--- src/rtl/dp_ram_arb_pkg.sv ---
// Shared constants and helpers for the dp_ram arbiter slice.
package dp_ram_arb_pkg;

  localparam int DEF_DATA_WIDTH = 8;
  localparam int DEF_ADDR_WIDTH = 6;
  // Grant-to-rd_valid latency: rdaddress register plus the RAM output register.
  localparam int RD_LAT         = 2;

  // Ceiling log2 with a floor of 1 so single-requester ports still get a 1-bit index.
  function automatic int clog2(input int n);
    int r;
    r = 0;
    while ((1 << r) < n) r++;
    return (r < 1) ? 1 : r;
  endfunction

endpackage

--- src/rtl/dp_ram_arbiter_if.sv ---
// Requester and RAM-side bus of the dp_ram arbiter.
// slave: arbiter side. master: requesters plus the attached dp_ram.
interface dp_ram_arbiter_if
  import dp_ram_arb_pkg::*;
#(
  parameter int DATA_WIDTH = DEF_DATA_WIDTH,
  parameter int ADDR_WIDTH = DEF_ADDR_WIDTH,
  parameter int NUM_WR     = 2,
  parameter int NUM_RD     = 4,
  parameter int ID_W       = 2
);

  logic [NUM_WR-1:0]            wr_req;
  logic [NUM_WR*ADDR_WIDTH-1:0] wr_addr;
  logic [NUM_WR*DATA_WIDTH-1:0] wr_data;
  logic [NUM_WR-1:0]            wr_gnt;

  logic [NUM_RD-1:0]            rd_req;
  logic [NUM_RD*ADDR_WIDTH-1:0] rd_addr;
  logic [NUM_RD-1:0]            rd_gnt;
  logic                         rd_valid;
  logic [ID_W-1:0]              rd_id;
  logic [DATA_WIDTH-1:0]        rd_data;

  logic                         ram_wren;
  logic [ADDR_WIDTH-1:0]        ram_wraddress;
  logic [DATA_WIDTH-1:0]        ram_data;
  logic [ADDR_WIDTH-1:0]        ram_rdaddress;
  logic [DATA_WIDTH-1:0]        ram_q;
  logic                         ram_aclr;

  modport slave (
    input  wr_req, wr_addr, wr_data, rd_req, rd_addr, ram_q,
    output wr_gnt, rd_gnt, rd_valid, rd_id, rd_data,
           ram_wren, ram_wraddress, ram_data, ram_rdaddress, ram_aclr
  );

  modport master (
    output wr_req, wr_addr, wr_data, rd_req, rd_addr, ram_q,
    input  wr_gnt, rd_gnt, rd_valid, rd_id, rd_data,
           ram_wren, ram_wraddress, ram_data, ram_rdaddress, ram_aclr
  );

endinterface

--- src/rtl/dp_ram_arbiter_rr_arbiter.sv ---
// Round-robin arbiter: one-hot combinational grant, search starts after the
// last winner. advance=0 suppresses grants and freezes the pointer.
module rr_arbiter
  import dp_ram_arb_pkg::*;
#(
  parameter int N = 4
) (
  input  logic                clk,
  input  logic                rst_n,
  input  logic                advance,
  input  logic [N-1:0]        req,
  output logic [N-1:0]        gnt,
  output logic [clog2(N)-1:0] idx,
  output logic                any
);

  localparam int PW = clog2(N);

  logic [PW-1:0] ptr;
  logic [PW-1:0] cand;

  // Scan ptr+1 .. ptr+N (mod N); the first asserted request wins.
  always_comb begin
    gnt  = '0;
    idx  = '0;
    any  = 1'b0;
    cand = '0;
    for (int i = 1; i <= N; i++) begin
      cand = PW'((int'(ptr) + i) % N);
      if (advance && !any && req[cand]) begin
        gnt[cand] = 1'b1;
        idx       = cand;
        any       = 1'b1;
      end
    end
  end

  // Pointer parks on the last index at reset so requester 0 wins first.
  always_ff @(posedge clk) begin
    if (!rst_n)   ptr <= PW'(N - 1);
    else if (any) ptr <= idx;
  end

endmodule

--- src/rtl/dp_ram_arbiter.sv ---
// Shares one dp_ram between NUM_WR writers and NUM_RD readers.
// Independent round-robin per port, registered RAM drive, 2-cycle tagged
// read return. Optional macro WR_BYPASS_EN forwards same-cycle write data
// to a colliding read instead of returning the old word.
module dp_ram_arbiter
  import dp_ram_arb_pkg::*;
#(
  parameter int DATA_WIDTH = DEF_DATA_WIDTH,
  parameter int ADDR_WIDTH = DEF_ADDR_WIDTH,
  parameter int NUM_WR     = 2,
  parameter int NUM_RD     = 4,
  parameter int ID_W       = 2
) (
  input  logic            clk,
  input  logic            rst_n,
  dp_ram_arbiter_if.slave bus
);

  localparam int WPW    = clog2(NUM_WR);
  localparam int RPW    = clog2(NUM_RD);
  localparam int STAGES = RD_LAT;

  typedef struct packed {
    logic [ADDR_WIDTH-1:0] addr;
    logic [DATA_WIDTH-1:0] data;
  } wr_beat_t;

  // Unflattened requester buses.
  logic [NUM_WR-1:0][ADDR_WIDTH-1:0] wa;
  logic [NUM_WR-1:0][DATA_WIDTH-1:0] wd;
  logic [NUM_RD-1:0][ADDR_WIDTH-1:0] ra;

  for (genvar g = 0; g < NUM_WR; g++) begin : g_wr_unpack
    assign wa[g] = bus.wr_addr[g*ADDR_WIDTH +: ADDR_WIDTH];
    assign wd[g] = bus.wr_data[g*DATA_WIDTH +: DATA_WIDTH];
  end

  for (genvar g = 0; g < NUM_RD; g++) begin : g_rd_unpack
    assign ra[g] = bus.rd_addr[g*ADDR_WIDTH +: ADDR_WIDTH];
  end

  logic [NUM_WR-1:0] wr_gnt;
  logic [NUM_RD-1:0] rd_gnt;
  logic [WPW-1:0]    wr_idx;
  logic [RPW-1:0]    rd_idx;
  logic              wr_any;
  logic              rd_any;

  // Grants are held off while reset is asserted.
  rr_arbiter #(.N(NUM_WR)) u_wr_arb (
    .clk     (clk),
    .rst_n   (rst_n),
    .advance (rst_n),
    .req     (bus.wr_req),
    .gnt     (wr_gnt),
    .idx     (wr_idx),
    .any     (wr_any)
  );

  rr_arbiter #(.N(NUM_RD)) u_rd_arb (
    .clk     (clk),
    .rst_n   (rst_n),
    .advance (rst_n),
    .req     (bus.rd_req),
    .gnt     (rd_gnt),
    .idx     (rd_idx),
    .any     (rd_any)
  );

  assign bus.wr_gnt = wr_gnt;
  assign bus.rd_gnt = rd_gnt;

  // Write port: latch the winner's beat; wren follows the grant by one cycle.
  wr_beat_t wr_q;
  logic     wren_q;

  always_ff @(posedge clk) begin
    if (!rst_n) begin
      wren_q <= 1'b0;
      wr_q   <= '0;
    end else begin
      wren_q <= wr_any;
      if (wr_any) begin
        wr_q.addr <= wa[wr_idx];
        wr_q.data <= wd[wr_idx];
      end
    end
  end

  assign bus.ram_wren      = wren_q;
  assign bus.ram_wraddress = wr_q.addr;
  assign bus.ram_data      = wr_q.data;

  // Read port: address register plus valid/tag shift registers matching the
  // RAM's output register, so tag and ram_q line up at stage STAGES.
  logic [STAGES:1]           vld_pipe;
  logic [STAGES:1][ID_W-1:0] id_pipe;
  logic [ADDR_WIDTH-1:0]     rdaddr_q;

  always_ff @(posedge clk) begin
    if (!rst_n) begin
      vld_pipe <= '0;
      id_pipe  <= '0;
      rdaddr_q <= '0;
    end else begin
      vld_pipe <= {vld_pipe[STAGES-1:1], rd_any};
      id_pipe  <= {id_pipe[STAGES-1:1], ID_W'(rd_idx)};
      if (rd_any) rdaddr_q <= ra[rd_idx];
    end
  end

  assign bus.ram_rdaddress = rdaddr_q;
  assign bus.rd_valid      = vld_pipe[STAGES];
  assign bus.rd_id         = id_pipe[STAGES];

  // RAM async clear mirrors reset one cycle late.
  logic aclr_q;

  always_ff @(posedge clk) begin
    aclr_q <= ~rst_n;
  end

  assign bus.ram_aclr = aclr_q;

`ifdef WR_BYPASS_EN
  // A read colliding with a same-cycle write would see the old word from the
  // RAM; carry the write data alongside the read and substitute it on return.
  logic                            hit;
  logic [STAGES:1]                 hit_pipe;
  logic [STAGES:1][DATA_WIDTH-1:0] fwd_pipe;

  assign hit = wr_any && rd_any && (wa[wr_idx] == ra[rd_idx]);

  // Forwarding pipeline, same depth as the read tag pipeline.
  always_ff @(posedge clk) begin
    if (!rst_n) begin
      hit_pipe <= '0;
      fwd_pipe <= '0;
    end else begin
      hit_pipe <= {hit_pipe[STAGES-1:1], hit};
      fwd_pipe <= {fwd_pipe[STAGES-1:1], wd[wr_idx]};
    end
  end

  assign bus.rd_data = hit_pipe[STAGES] ? fwd_pipe[STAGES] : bus.ram_q;
`else
  assign bus.rd_data = bus.ram_q;
`endif

endmodule

--- src/flat_wrapper.sv ---
// flat-port wrapper written by rule: the top's interface ports become plain ports
module dp_ram_arbiter_flat import dp_ram_arb_pkg::*;
#(
  parameter int DATA_WIDTH = DEF_DATA_WIDTH,
  parameter int ADDR_WIDTH = DEF_ADDR_WIDTH,
  parameter int NUM_WR     = 2,
  parameter int NUM_RD     = 4,
  parameter int ID_W       = 2
)
  (clk, rst_n, bus_wr_req, bus_wr_addr, bus_wr_data, bus_rd_req, bus_rd_addr, bus_ram_q, bus_wr_gnt, bus_rd_gnt, bus_rd_valid, bus_rd_id, bus_rd_data, bus_ram_wren, bus_ram_wraddress, bus_ram_data, bus_ram_rdaddress, bus_ram_aclr);
  dp_ram_arbiter_if #(.DATA_WIDTH(DATA_WIDTH), .ADDR_WIDTH(ADDR_WIDTH), .NUM_WR(NUM_WR), .NUM_RD(NUM_RD), .ID_W(ID_W)) bus_i ();
  input  logic clk;
  input  logic rst_n;
  input wire logic [$bits(bus_i.wr_req)-1:0] bus_wr_req;
  input wire logic [$bits(bus_i.wr_addr)-1:0] bus_wr_addr;
  input wire logic [$bits(bus_i.wr_data)-1:0] bus_wr_data;
  input wire logic [$bits(bus_i.rd_req)-1:0] bus_rd_req;
  input wire logic [$bits(bus_i.rd_addr)-1:0] bus_rd_addr;
  input wire logic [$bits(bus_i.ram_q)-1:0] bus_ram_q;
  output wire logic [$bits(bus_i.wr_gnt)-1:0] bus_wr_gnt;
  output wire logic [$bits(bus_i.rd_gnt)-1:0] bus_rd_gnt;
  output wire logic [$bits(bus_i.rd_valid)-1:0] bus_rd_valid;
  output wire logic [$bits(bus_i.rd_id)-1:0] bus_rd_id;
  output wire logic [$bits(bus_i.rd_data)-1:0] bus_rd_data;
  output wire logic [$bits(bus_i.ram_wren)-1:0] bus_ram_wren;
  output wire logic [$bits(bus_i.ram_wraddress)-1:0] bus_ram_wraddress;
  output wire logic [$bits(bus_i.ram_data)-1:0] bus_ram_data;
  output wire logic [$bits(bus_i.ram_rdaddress)-1:0] bus_ram_rdaddress;
  output wire logic [$bits(bus_i.ram_aclr)-1:0] bus_ram_aclr;
  assign bus_i.wr_req = bus_wr_req;
  assign bus_i.wr_addr = bus_wr_addr;
  assign bus_i.wr_data = bus_wr_data;
  assign bus_i.rd_req = bus_rd_req;
  assign bus_i.rd_addr = bus_rd_addr;
  assign bus_i.ram_q = bus_ram_q;
  assign bus_wr_gnt = bus_i.wr_gnt;
  assign bus_rd_gnt = bus_i.rd_gnt;
  assign bus_rd_valid = bus_i.rd_valid;
  assign bus_rd_id = bus_i.rd_id;
  assign bus_rd_data = bus_i.rd_data;
  assign bus_ram_wren = bus_i.ram_wren;
  assign bus_ram_wraddress = bus_i.ram_wraddress;
  assign bus_ram_data = bus_i.ram_data;
  assign bus_ram_rdaddress = bus_i.ram_rdaddress;
  assign bus_ram_aclr = bus_i.ram_aclr;
  dp_ram_arbiter #(.DATA_WIDTH(DATA_WIDTH), .ADDR_WIDTH(ADDR_WIDTH), .NUM_WR(NUM_WR), .NUM_RD(NUM_RD), .ID_W(ID_W)) u_core (.clk(clk), .rst_n(rst_n), .bus(bus_i));
endmodule
--- config.mk ---
export PLATFORM = sky130hd
export DESIGN_NAME = dp_ram_arbiter_flat
export DESIGN_NICKNAME = d
export VERILOG_FILES = /design/src/rtl/dp_ram_arb_pkg.sv /design/src/rtl/dp_ram_arbiter_if.sv /design/src/rtl/dp_ram_arbiter_rr_arbiter.sv /design/src/rtl/dp_ram_arbiter.sv /design/src/flat_wrapper.sv
export SDC_FILE = /design/constraint.sdc
export NUM_CORES = 1
export LEC_CHECK = 0
export CAP_MARGIN = 20
export CORE_ASPECT_RATIO = 0.5
export CORE_MARGIN = 3
export CORE_UTILIZATION = 30
export CTS_CLUSTER_SIZE = 30
export DETAILED_ROUTE_END_ITERATION = 16
export GPL_ROUTABILITY_DRIVEN = 0
export HOLD_SLACK_MARGIN = 0.12
export MAX_ROUTING_LAYER = met4
export SYNTH_ARGS = -nofsm -noshare
export SYNTH_HDL_FRONTEND = slang
export SYNTH_SLANG_ARGS = --single-unit
--- constraint.sdc ---
create_clock -name clk -period 3.29 [get_ports clk]
set_clock_uncertainty 0.1 [all_clocks]
set_input_delay 0.8225 -clock clk [delete_from_list [all_inputs] [get_ports clk]]
set_output_delay 0.8225 -clock clk [all_outputs]
set_load 0.01 [all_outputs]
# --- Word-level counts from Yosys, hierarchy flattened ---
# Cells that the tools add are included.
op_classes:
  addsub: 6
  order_cmp: 14
  muxes: 48
  n_bitwise: 5
  reduce_logical: 20
op_table:
  columns: ["operator", "count"]
  rows:
  - ["$mux 1", 22]
  - ["$mux 6", 3]
  - ["$logic_and 1x1->1", 16]
  - ["$mux 4", 4]
  - ["$mux 8", 2]
  - ["$lt 2x3->1 const B", 5]
  - ["$bmux 6 s2", 1]
  - ["$mux 2", 6]
  - ["$or 4x4->4", 3]
  - ["$bmux 1 s2", 4]
  - ["$demux 1 s2", 4]
  - ["$ge 2x1->1 const B", 4]
  - ["$lt 1x2->1 const B", 3]
  - ["$add 2x1->2 const B", 2]
  - ["$add 2x2->2 const B", 2]
  - ["$logic_not 1->1", 4]
  - ["$add 1x1->1 const B", 2]
  - ["$demux 1 s1", 2]
  - ["$ge 1x1->1 const B", 2]
  - ["$or 2x2->2", 1]
  - ["$not 1->1", 1]
totals:
  regBits: 31
  input_bits: 68
  output_inout_bits: 39
  word_cells: 103

# --- Depth between registers and ports, before layout ---
# Gate-level depths: netlist of the first run.
depth:
  word_depth: 19
  mapped_depth: 11
  depth_no_buf: 8

# --- Cells and area by module ---
# A second synthesis of the first run with hierarchy kept.
hier_totals:
  cells_unflattened: 196
  hier_area_um2: 1918.1
by_module_without_submodules:
  columns: ["mod", "n_inst", "cells_each", "area_per_inst_um2", "seq_area_each_um2"]
  rows:
  - ["dp_ram_arbiter", 1, 123, 1287.5, 560.5]
  - ["rr_arbiter at u_core.u_rd_arb", 1, 63, 561.8, 40.0]
  - ["rr_arbiter at u_core.u_wr_arb", 1, 10, 68.8, 20.0]

# --- Worst setup path before layout of the first run ---
# OpenSTA, ideal clock, no wires.
synth_timing:
  path_type: "register -> output"
  from: "register u_core.u_rd_arb.ptr[0]"
  to: "output port bus_rd_gnt[0]"
  arrival_time_ns: 2.298
  required_ns: 2.368
  slack_ns: 0.070
  path_stages_with_launch: 10
  path_buffers: 2
  cell_sequence: "dfxtp_1 -> buf_6 -> inv_2 -> ha_1 -> buf_4 -> mux2i_1 -> mux2i_1 -> nand2b_1 -> a211o_1 -> o21ai_1"
synth_via:
  elab_chain_cells: 17
  word_cells_on_any_way: 52
  cone_classes: "add/sub (4); order compare (8); mux (23); bitwise (3); reduce/logical (14)"
synth_lines:
  columns: ["element", "line", "rtl"]
  rows:
  - ["from (decl)", "dp_ram_arbiter_rr_arbiter.sv:19", "logic [PW-1:0] ptr;"]
  - ["from (signal assigned)", "dp_ram_arbiter_rr_arbiter.sv:40", "if (!rst_n) ptr <= PW'(N - 1);"]
  - ["from (signal assigned)", "dp_ram_arbiter_rr_arbiter.sv:41", "else if (any) ptr <= idx;"]
  - ["branches (longest 16 deep; another with $lt 2x3->1)", null, null]
  - ["$mux 4 *", "dp_ram_arbiter_rr_arbiter.sv:30", "if (advance && !any && req[cand]) begin"]
  - ["to (decl)", "flat_wrapper.sv:21", "output wire logic [$bits(bus_i.rd_gnt)-1:0] bus_rd_gnt;"]
# Every way passes the cells marked *. The select of a mux whose other input is x is not followed.

# --- Worst setup path after layout of the first run ---
layout_timing:
  from: "input port bus_rd_req[0]"
  to: "output port bus_rd_gnt[2]"
layout_via:
  elab_chain_cells: 16
  word_cells_on_any_way: 28
  cone_classes: "mux (15); bitwise (3); reduce/logical (10)"
layout_lines:
  columns: ["element", "line", "rtl"]
  rows:
  - ["from (decl)", "flat_wrapper.sv:17", "input wire logic [$bits(bus_i.rd_req)-1:0] bus_rd_req;"]
  - ["$bmux 1 s2", "dp_ram_arbiter_rr_arbiter.sv:30", null]
  - ["$mux 1 (not written as such)", "dp_ram_arbiter_rr_arbiter.sv:30", null]
  - ["$logic_and 1x1->1", "dp_ram_arbiter_rr_arbiter.sv:30", null]
  - ["$mux 1", "dp_ram_arbiter_rr_arbiter.sv:30", null]
  - ["$logic_not 1->1", "dp_ram_arbiter_rr_arbiter.sv:30", null]
  - ["$logic_and 1x1->1 (2 in a row)", "dp_ram_arbiter_rr_arbiter.sv:30", null]
  - ["$mux 1", "dp_ram_arbiter_rr_arbiter.sv:30", null]
  - ["$logic_not 1->1", "dp_ram_arbiter_rr_arbiter.sv:30", null]
  - ["$logic_and 1x1->1 (2 in a row)", "dp_ram_arbiter_rr_arbiter.sv:30", null]
  - ["$mux 1", "dp_ram_arbiter_rr_arbiter.sv:30", null]
  - ["$logic_not 1->1", "dp_ram_arbiter_rr_arbiter.sv:30", null]
  - ["$logic_and 1x1->1 (2 in a row)", "dp_ram_arbiter_rr_arbiter.sv:30", null]
  - ["$mux 4 *", "dp_ram_arbiter_rr_arbiter.sv:30", null]
# Mark *: on every way between the ends. The rest lies on a longest branch, timed or not. The select of a mux whose other input is x is not followed.

==> results of run 1 <==
-- cell type report --
| cell class | instances | area [um2] | area share (%) |
|---|---|---|---|
| multi-input combinational | 148 | 1186 | 37.03 |
| timing repair buffer | 115 | 1089 | 33.98 |
| sequential | 31 | 620.6 | 19.38 |
| clock buffer | 8 | 156.4 | 4.883 |
| tap | 88 | 110.1 | 3.438 |
| inverter | 11 | 41.29 | 1.289 |
-- placed cells by master (no fill, tap or decap), types with 2 or more instances in the layout --
| cell type | count |
|---|---|
| and2_1 | 4 |
| and3_1 | 2 |
| a21oi_1 | 4 |
| nor3_1 | 2 |
| buf_6 | 5 |
| ha_1 | 7 |
| o221ai_1 | 6 |
| nand3b_1 | 3 |
| mux2i_2 | 2 |
| clkbuf_8 | 2 |
| o21ai_1 | 4 |
| nor2_1 | 4 |
| inv_1 | 10 |
| o21ai_0 | 18 |
| clkbuf_16 | 5 |
| nor2b_1 | 3 |
| mux4_2 | 2 |
| nor2b_4 | 2 |
| buf_4 | 23 |
| buf_2 | 4 |
| clkdlybuf4s50_1 | 81 |
| nand2_1 | 27 |
| a222oi_1 | 4 |
| mux2i_1 | 31 |
| dfxtp_1 | 31 |
-- cell usage after synthesis, drive strengths merged --
library cell and count:
a2111oi 1, a211o 1, a21o 1, a21oi 4
a222oi 4, a311oi 1, a31oi 1, a41o 1
and2 4, and3 2, and4b 1, buf 18
clkbuf 5, dfxtp 31, ha 8, inv 11
mux2 1, mux2i 33, mux4 2, nand2 28
nand2b 2, nand3 1, nand3b 3, nand4 1
nor2 4, nor2b 5, nor3 3, nor4 1
o211ai 2, o21ai 23, o221ai 6, o2bb2ai 1
o31a 1, or2 1, or4 1
-- sequential cells by signal, summed over array words and instances, names as in the netlist, 2 cells and up --
name	flops
u_core.u_rd_arb.ptr	2
u_core.id_pipe	2
u_core.bus.rd_id	2
u_core.bus.ram_wraddress	6
u_core.vld_pipe	2
u_core.bus.ram_rdaddress	6
u_core.bus.ram_data	8
-- logic make-up after synthesis --
group,count (synthesis),synth area share [%]
AO/OA/AOI/OAI,47,18.11
adder cells (fa/ha/maj),8,5.119
buffers and inverters,34,9.788
flip-flops,31,31.73
multiplexers,36,19.77
AND/OR/NAND/NOR,57,15.48
-- repair_timing --
item	4_1_cts	5_1_grt
pin swaps	4	2
endpoints found under the setup margin	4	4
gates resized for setup	39	12
buffers inserted	1	1
-- through the flow --
step,instance area [um2],instances
4_1_cts,3151,400
6_report,3203,401
3_5_place_dp,3002,391
2_1_floorplan,1956,213
3_3_place_gp,3002,391
5_1_grt,3203,401
-- power by group --
group | internal, mW | switching (mW)
clock | 0.321 | 0.142
sequential | 0.456 | 0.0322
combinational | 0.544 | 0.453
-- metal layers --
layer	part of all wire (%)	track usage [%]	vias up
li1	-	-	954
met1	43	17.91	901
met2	51	28.02	49
met3	4.4	2.780	10
met4	1.3	4.565	0
met5	0	-	-
-- final timing paths --
check	end
max	bus_rd_gnt[2]
min	u_core.bus.rd_id[1]$_SDFF_PN0_
max reg2reg	u_core.bus.ram_rdaddress[2]$_SDFFE_PN0P_
min reg2reg	u_core.bus.rd_id[1]$_SDFF_PN0_
==> impl_metrics.tcl, run 1 <==
set metrics [dict create \
    status "complete, no violations" \
    synthTopCellsByArea "dfxtp_1, mux2i_1, nand2_1" \
    timing.hold.ws_ns 0.3306 \
    die_width_um 120.2 \
    n_antenna_cell 0 \
    crit_buf_inv 2 \
    viasPerCell 4.773 \
    drt-total-wl_um 5506 \
    yosysTopAreaCell "dfxtp_1" \
    maxCapViolCount 0 \
    crit_type "primary input to output port" \
    routedWlPerCell_um 13.73 \
    cp-start-kind "primary input" \
    syn_nets 289 \
    synth_top_area_share_pct 31.73 \
    r2r_cells 9 \
    fp.dieH_um 63.09 \
    post-dp-hpwl_um 4431 \
    syn_avg_cell_area_um2 9.181 \
    ant_nets 0 \
    clk_latency_ns 0.27 \
    vias 1914 \
    ctsHoldBuffers 0 \
    yosysWarningCount 0 \
    worstMarginPinSlew_ns 0.5031 \
    finalNetCount 388 \
    worst_r2r_startpoint "u_core.u_rd_arb.ptr[1]$_SDFFE_PN1P_" \
    ios 107 \
    critPathMostFrequentCell "nor2b_4" \
    syn_inst 213 \
    cp_slowest_cell "mux4_2" \
    cp_max_fo 5 \
    critPathMaxStageDelay_ns 0.48 \
    port_buffers 90 \
    max_freq_mhz 311.9 \
    std_cell_rows 20 \
    numCtsBuffers 5 \
    grt-ovfl-total 0 \
    drc_errors 0 \
    antenna_found_initial 0 \
    drtIter0Drc 97 \
    start_util_pct 31.64 \
    hp-class "register to register" \
    hold_viol_final 0 \
    worstPathCellList "buf_6 -> mux4_2 -> nor2b_4 -> nor2b_4 -> a222oi_1 -> o21ai_1 -> buf_2" \
    first_pass_iters 4 \
    ctsRootBufferMaster "clkbuf_16" \
    setup_slack_ns 0.08425 \
    drive_above_1_share_pct 18.85 \
    cts_tree "built" \
    track_usage_pct 15.60 \
    dieArea_mm2 0.007582 \
    total_power_mw 1.949 \
    cp_num_cells 7 \
    core_mm2 0.006181 \
    cp_data_required_time_ns 2.37 \
    rrSetupSlack_ns 0.77 \
    setup_violations 0 \
    clkSinkCount 31 \
    relSlewSlack_pct 66.35 \
    htreeDepth 2 \
    worstSetupEndpointType "output port" \
    final_core_util_pct 51.82 \
    report.final.slew_viol_count 0 \
    cts_buffer_depth 2 \
    setup.worst_path.start "bus_rd_req[0]" \
    ys_seq_area_share_pct 31.73 \
    p_leak_nw 1.326 \
    grt_pass1_wl_um 9377 \
    worstPathArrival_ns 2.28 \
    period_needed_ns 3.206 \
    yosysUniqueCellTypes 44 \
    ir_drop_mv 0.2141 \
    rsz0062_at_grt "no" \
    n_fill_cell 612 \
    power_density_mw_per_mm2 608.3 \
    hold_start "u_core.id_pipe[1]$_SDFF_PN0_" \
    worst_hold_path.num_cells 1 \
    synth-seq-cells 31 \
    clkTransAtPathRegs_ns 0.05 \
    fin_crit_sh_pct 97.44 \
    finalSetupTns_ns 0 \
    synthToLayoutAreaGrowth_pct 63.79 \
    syn-cell-area_mm2 0.001956 \
    grt_max_degree 16 \
    post-place-ws_ns -0.7336 \
    cpLargestDelayFamily "multiplexers" \
    grt_pass1_vias 1964 \
]
Note: power is estimated with default switching activity, not from simulation.
==> inputs of run 2 (changes only) <==
--- a/config.mk
+++ b/config.mk
@@ -9,6 +9,7 @@
 export CORE_ASPECT_RATIO = 0.5
 export CORE_MARGIN = 3
 export CORE_UTILIZATION = 30
+export CTS_BUF_LIST = sky130_fd_sc_hd__clkbuf_4 sky130_fd_sc_hd__clkbuf_8 sky130_fd_sc_hd__clkbuf_16
 export CTS_CLUSTER_SIZE = 30
 export DETAILED_ROUTE_END_ITERATION = 16
 export GPL_ROUTABILITY_DRIVEN = 0
==> run 2 against run 1 <==
Wire length grew 0.25%; first-iteration DRC count fell by 1.0%; sequential power hardly changed; sequential share of layout area about the same; register-to-register slack gained 0.02 ns; die area unchanged; clock power is 2% higher; setup slack better by 0.0015 ns; combinational power about the same; design area rose by 0.12%; sequential cell count unchanged; non-clock buffer count unchanged; largest cell class unchanged; largest power group unchanged.
==> impl_metrics.tcl, run 2 (synthesis results as in run 1) <==
set metrics [dict create \
    hold_viol_final 0 \
    pwr-share-seq_pct 24.9 \
    grt_pass1_vias 1963 \
    drtIter0Drc 96 \
    n_antenna_cell 0 \
    cpLargestDelayFamily "multiplexers" \
    switchingPower_uw 629.0 \
    power_density_mw_per_mm2 610.3 \
    worstPathArrival_ns 2.28 \
    cp_max_fo 5 \
    cp_data_required_time_ns 2.37 \
    clkTransAtPathRegs_ns 0.05 \
    drc_errors 0 \
    power_frac_clock_pct 24.1 \
    seq_area_um2 620.6 \
    status "complete, no violations" \
    die_width_um 120.2 \
    worst_hold_path.num_cells 1 \
    crit_type "primary input to output port" \
    ctsRootBufferMaster "clkbuf_16" \
    dieArea_mm2 0.007582 \
    ios 107 \
    grt-ovfl-total 0 \
    critPathMostFrequentCell "nor2b_4" \
    critPathMaxStageDelay_ns 0.48 \
    antenna_found_initial 0 \
    fp.dieH_um 63.09 \
    cp_num_cells 7 \
    track_usage_pct 15.66 \
    routedWlPerCell_um 13.77 \
    port_buffers 90 \
    numCtsBuffers 5 \
    final_cell_mix "clkdlybuf4s50_1, mux2i_1, dfxtp_1, nand2_1, buf_4" \
    power.internal_mw 1.328 \
    start_util_pct 31.64 \
    finalNetCount 388 \
    p_leak_nw 1.330 \
    n_fill_cell 611 \
    drive_above_1_share_pct 19.17 \
    clkSinkCount 31 \
    ctsHoldBuffers 0 \
    multi_input_area_mm2 0.001186 \
    post-place-ws_ns -0.7336 \
    post-dp-hpwl_um 4431 \
    period_needed_ns 3.204 \
    vias 1896 \
    drt-total-wl_um 5520 \
    largest_register_ff_count 8 \
    grt_pass1_wl_um 9418 \
    postLayoutCellArea_mm2 0.003207 \
    cp_slowest_cell "mux4_2" \
    swShare_pct 32.14 \
    cts_buffer_depth 2 \
    setup_violations 0 \
    worstPathCellList "buf_6 -> mux4_2 -> nor2b_4 -> nor2b_4 -> a222oi_1 -> o21ai_1 -> buf_2" \
    rrSetupSlack_ns 0.79 \
    crit_buf_inv 2 \
    report.final.slew_viol_count 0 \
    cp-start-kind "primary input" \
    timing.hold.ws_ns 0.3322 \
    synthToLayoutAreaGrowth_pct 63.98 \
    setup_slack_ns 0.08573 \
    max_freq_mhz 312.1 \
    core_mm2 0.006181 \
    ir_drop_mv 0.2141 \
    grt_max_degree 16 \
    placed_area_mm2 0.003002 \
    hp-class "register to register" \
    r2r_cells 9 \
    maxCapViolCount 0 \
    htreeDepth 2 \
    finalSetupTns_ns 0 \
    relSlewSlack_pct 66.84 \
    std_cell_rows 20 \
    first_pass_iters 4 \
    layout.cells.most_common "clkdlybuf4s50_1" \
    ant_nets 0 \
    final_cell_count_no_fill 401 \
    clk_latency_ns 0.27 \
    cts_tree "built" \
    worstSetupEndpointType "output port" \
    worstMarginPinSlew_ns 0.4957 \
    p_comb_share_pct 50.9 \
    fin_crit_sh_pct 97.39 \
    rsz0062_at_grt "no" \
    viasPerCell 4.728 \
    placed_cells_incl_taps 391 \
]
[run 2: cell types whose count changed in the layout (fill, tap and decap cells not counted)]
cell / delta
clkbuf_1: -1
clkbuf_4: +1
[run 2: path summary, 6_finish.rpt]
kind | startpoint | end
worst min-delay path | u_core.id_pipe[1]$_SDFF_PN0_ | u_core.bus.rd_id[1]$_SDFF_PN0_
worst max register to register | u_core.u_rd_arb.ptr[1]$_SDFFE_PN1P_ | u_core.bus.ram_rdaddress[2]$_SDFFE_PN0P_
worst max-delay path | bus_rd_req[0] | bus_rd_gnt[2]
worst min register to register | u_core.id_pipe[1]$_SDFF_PN0_ | u_core.bus.rd_id[1]$_SDFF_PN0_
[run 2: cell type report]
type / count / share of cell area [%]
Inverter: 11 / 1.288
Timing Repair Buffer: 115 / 33.94
Tap cell: 88 / 3.433
Sequential cell: 31 / 19.35
Multi-Input combinational cell: 148 / 36.99
Clock buffer: 8 / 4.994
[run 2: what timing repair did]
item | in CTS | in global routing
resized for setup | 39 | 12
endpoints found under the setup margin | 4 | 4
buffers inserted | 1 | 1
pin swaps | 4 | 2
[run 2: per-layer routing]
layer | GRT usage (%) | vias to the layer above | share of wire [%]
met5 | - | - | 0
met4 | 4.565 | 0 | 1.3
met3 | 2.780 | 10 | 4.1
met2 | 28.02 | 42 | 51
met1 | 18.09 | 891 | 44
li1 | - | 953 | -
[run 2: metrics by stage]
stage | power [mW] | utilization, %
6_report | 1.957 | 51.88
5_1_grt | 2.083 | 51.88
4_1_cts | 1.937 | 51.03
3_5_place_dp | 1.449 | 48.56
3_3_place_gp | 1.436 | 48.56
2_1_floorplan | 1.038 | -
[run 2: worst reg2reg max path: stages, from the launching register on]
cell       delay, ns
dfxtp_1         0.32
inv_1           0.08
ha_4            0.31
buf_4           0.17
and4b_4         0.22
a31oi_4         0.18
a2111oi_4       0.11
nor3_4          0.47
mux2i_1         0.27
o221ai_1        0.14
[run 2: power by group through the flow]
stage               Sequential, mW  Combinational [mW]  Clock (mW)
finish                       0.488               0.996       0.473
global route                 0.496                1.08       0.503
CTS                          0.489               0.965       0.483
detailed placement           0.495               0.954           0
global placement             0.493               0.943           0
floorplan                    0.526               0.512           0
==> inputs of run 3 (changes only) <==
--- a/config.mk
+++ b/config.mk
@@ -5,6 +5,7 @@
 export SDC_FILE = /design/constraint.sdc
 export NUM_CORES = 1
 export LEC_CHECK = 0
+export ABC_CLOCK_PERIOD_IN_PS = 3290
 export CAP_MARGIN = 20
 export CORE_ASPECT_RATIO = 0.5
 export CORE_MARGIN = 3
==> results of run 3 <==
Final layout, timing and power as in run 2 (identical DEF).
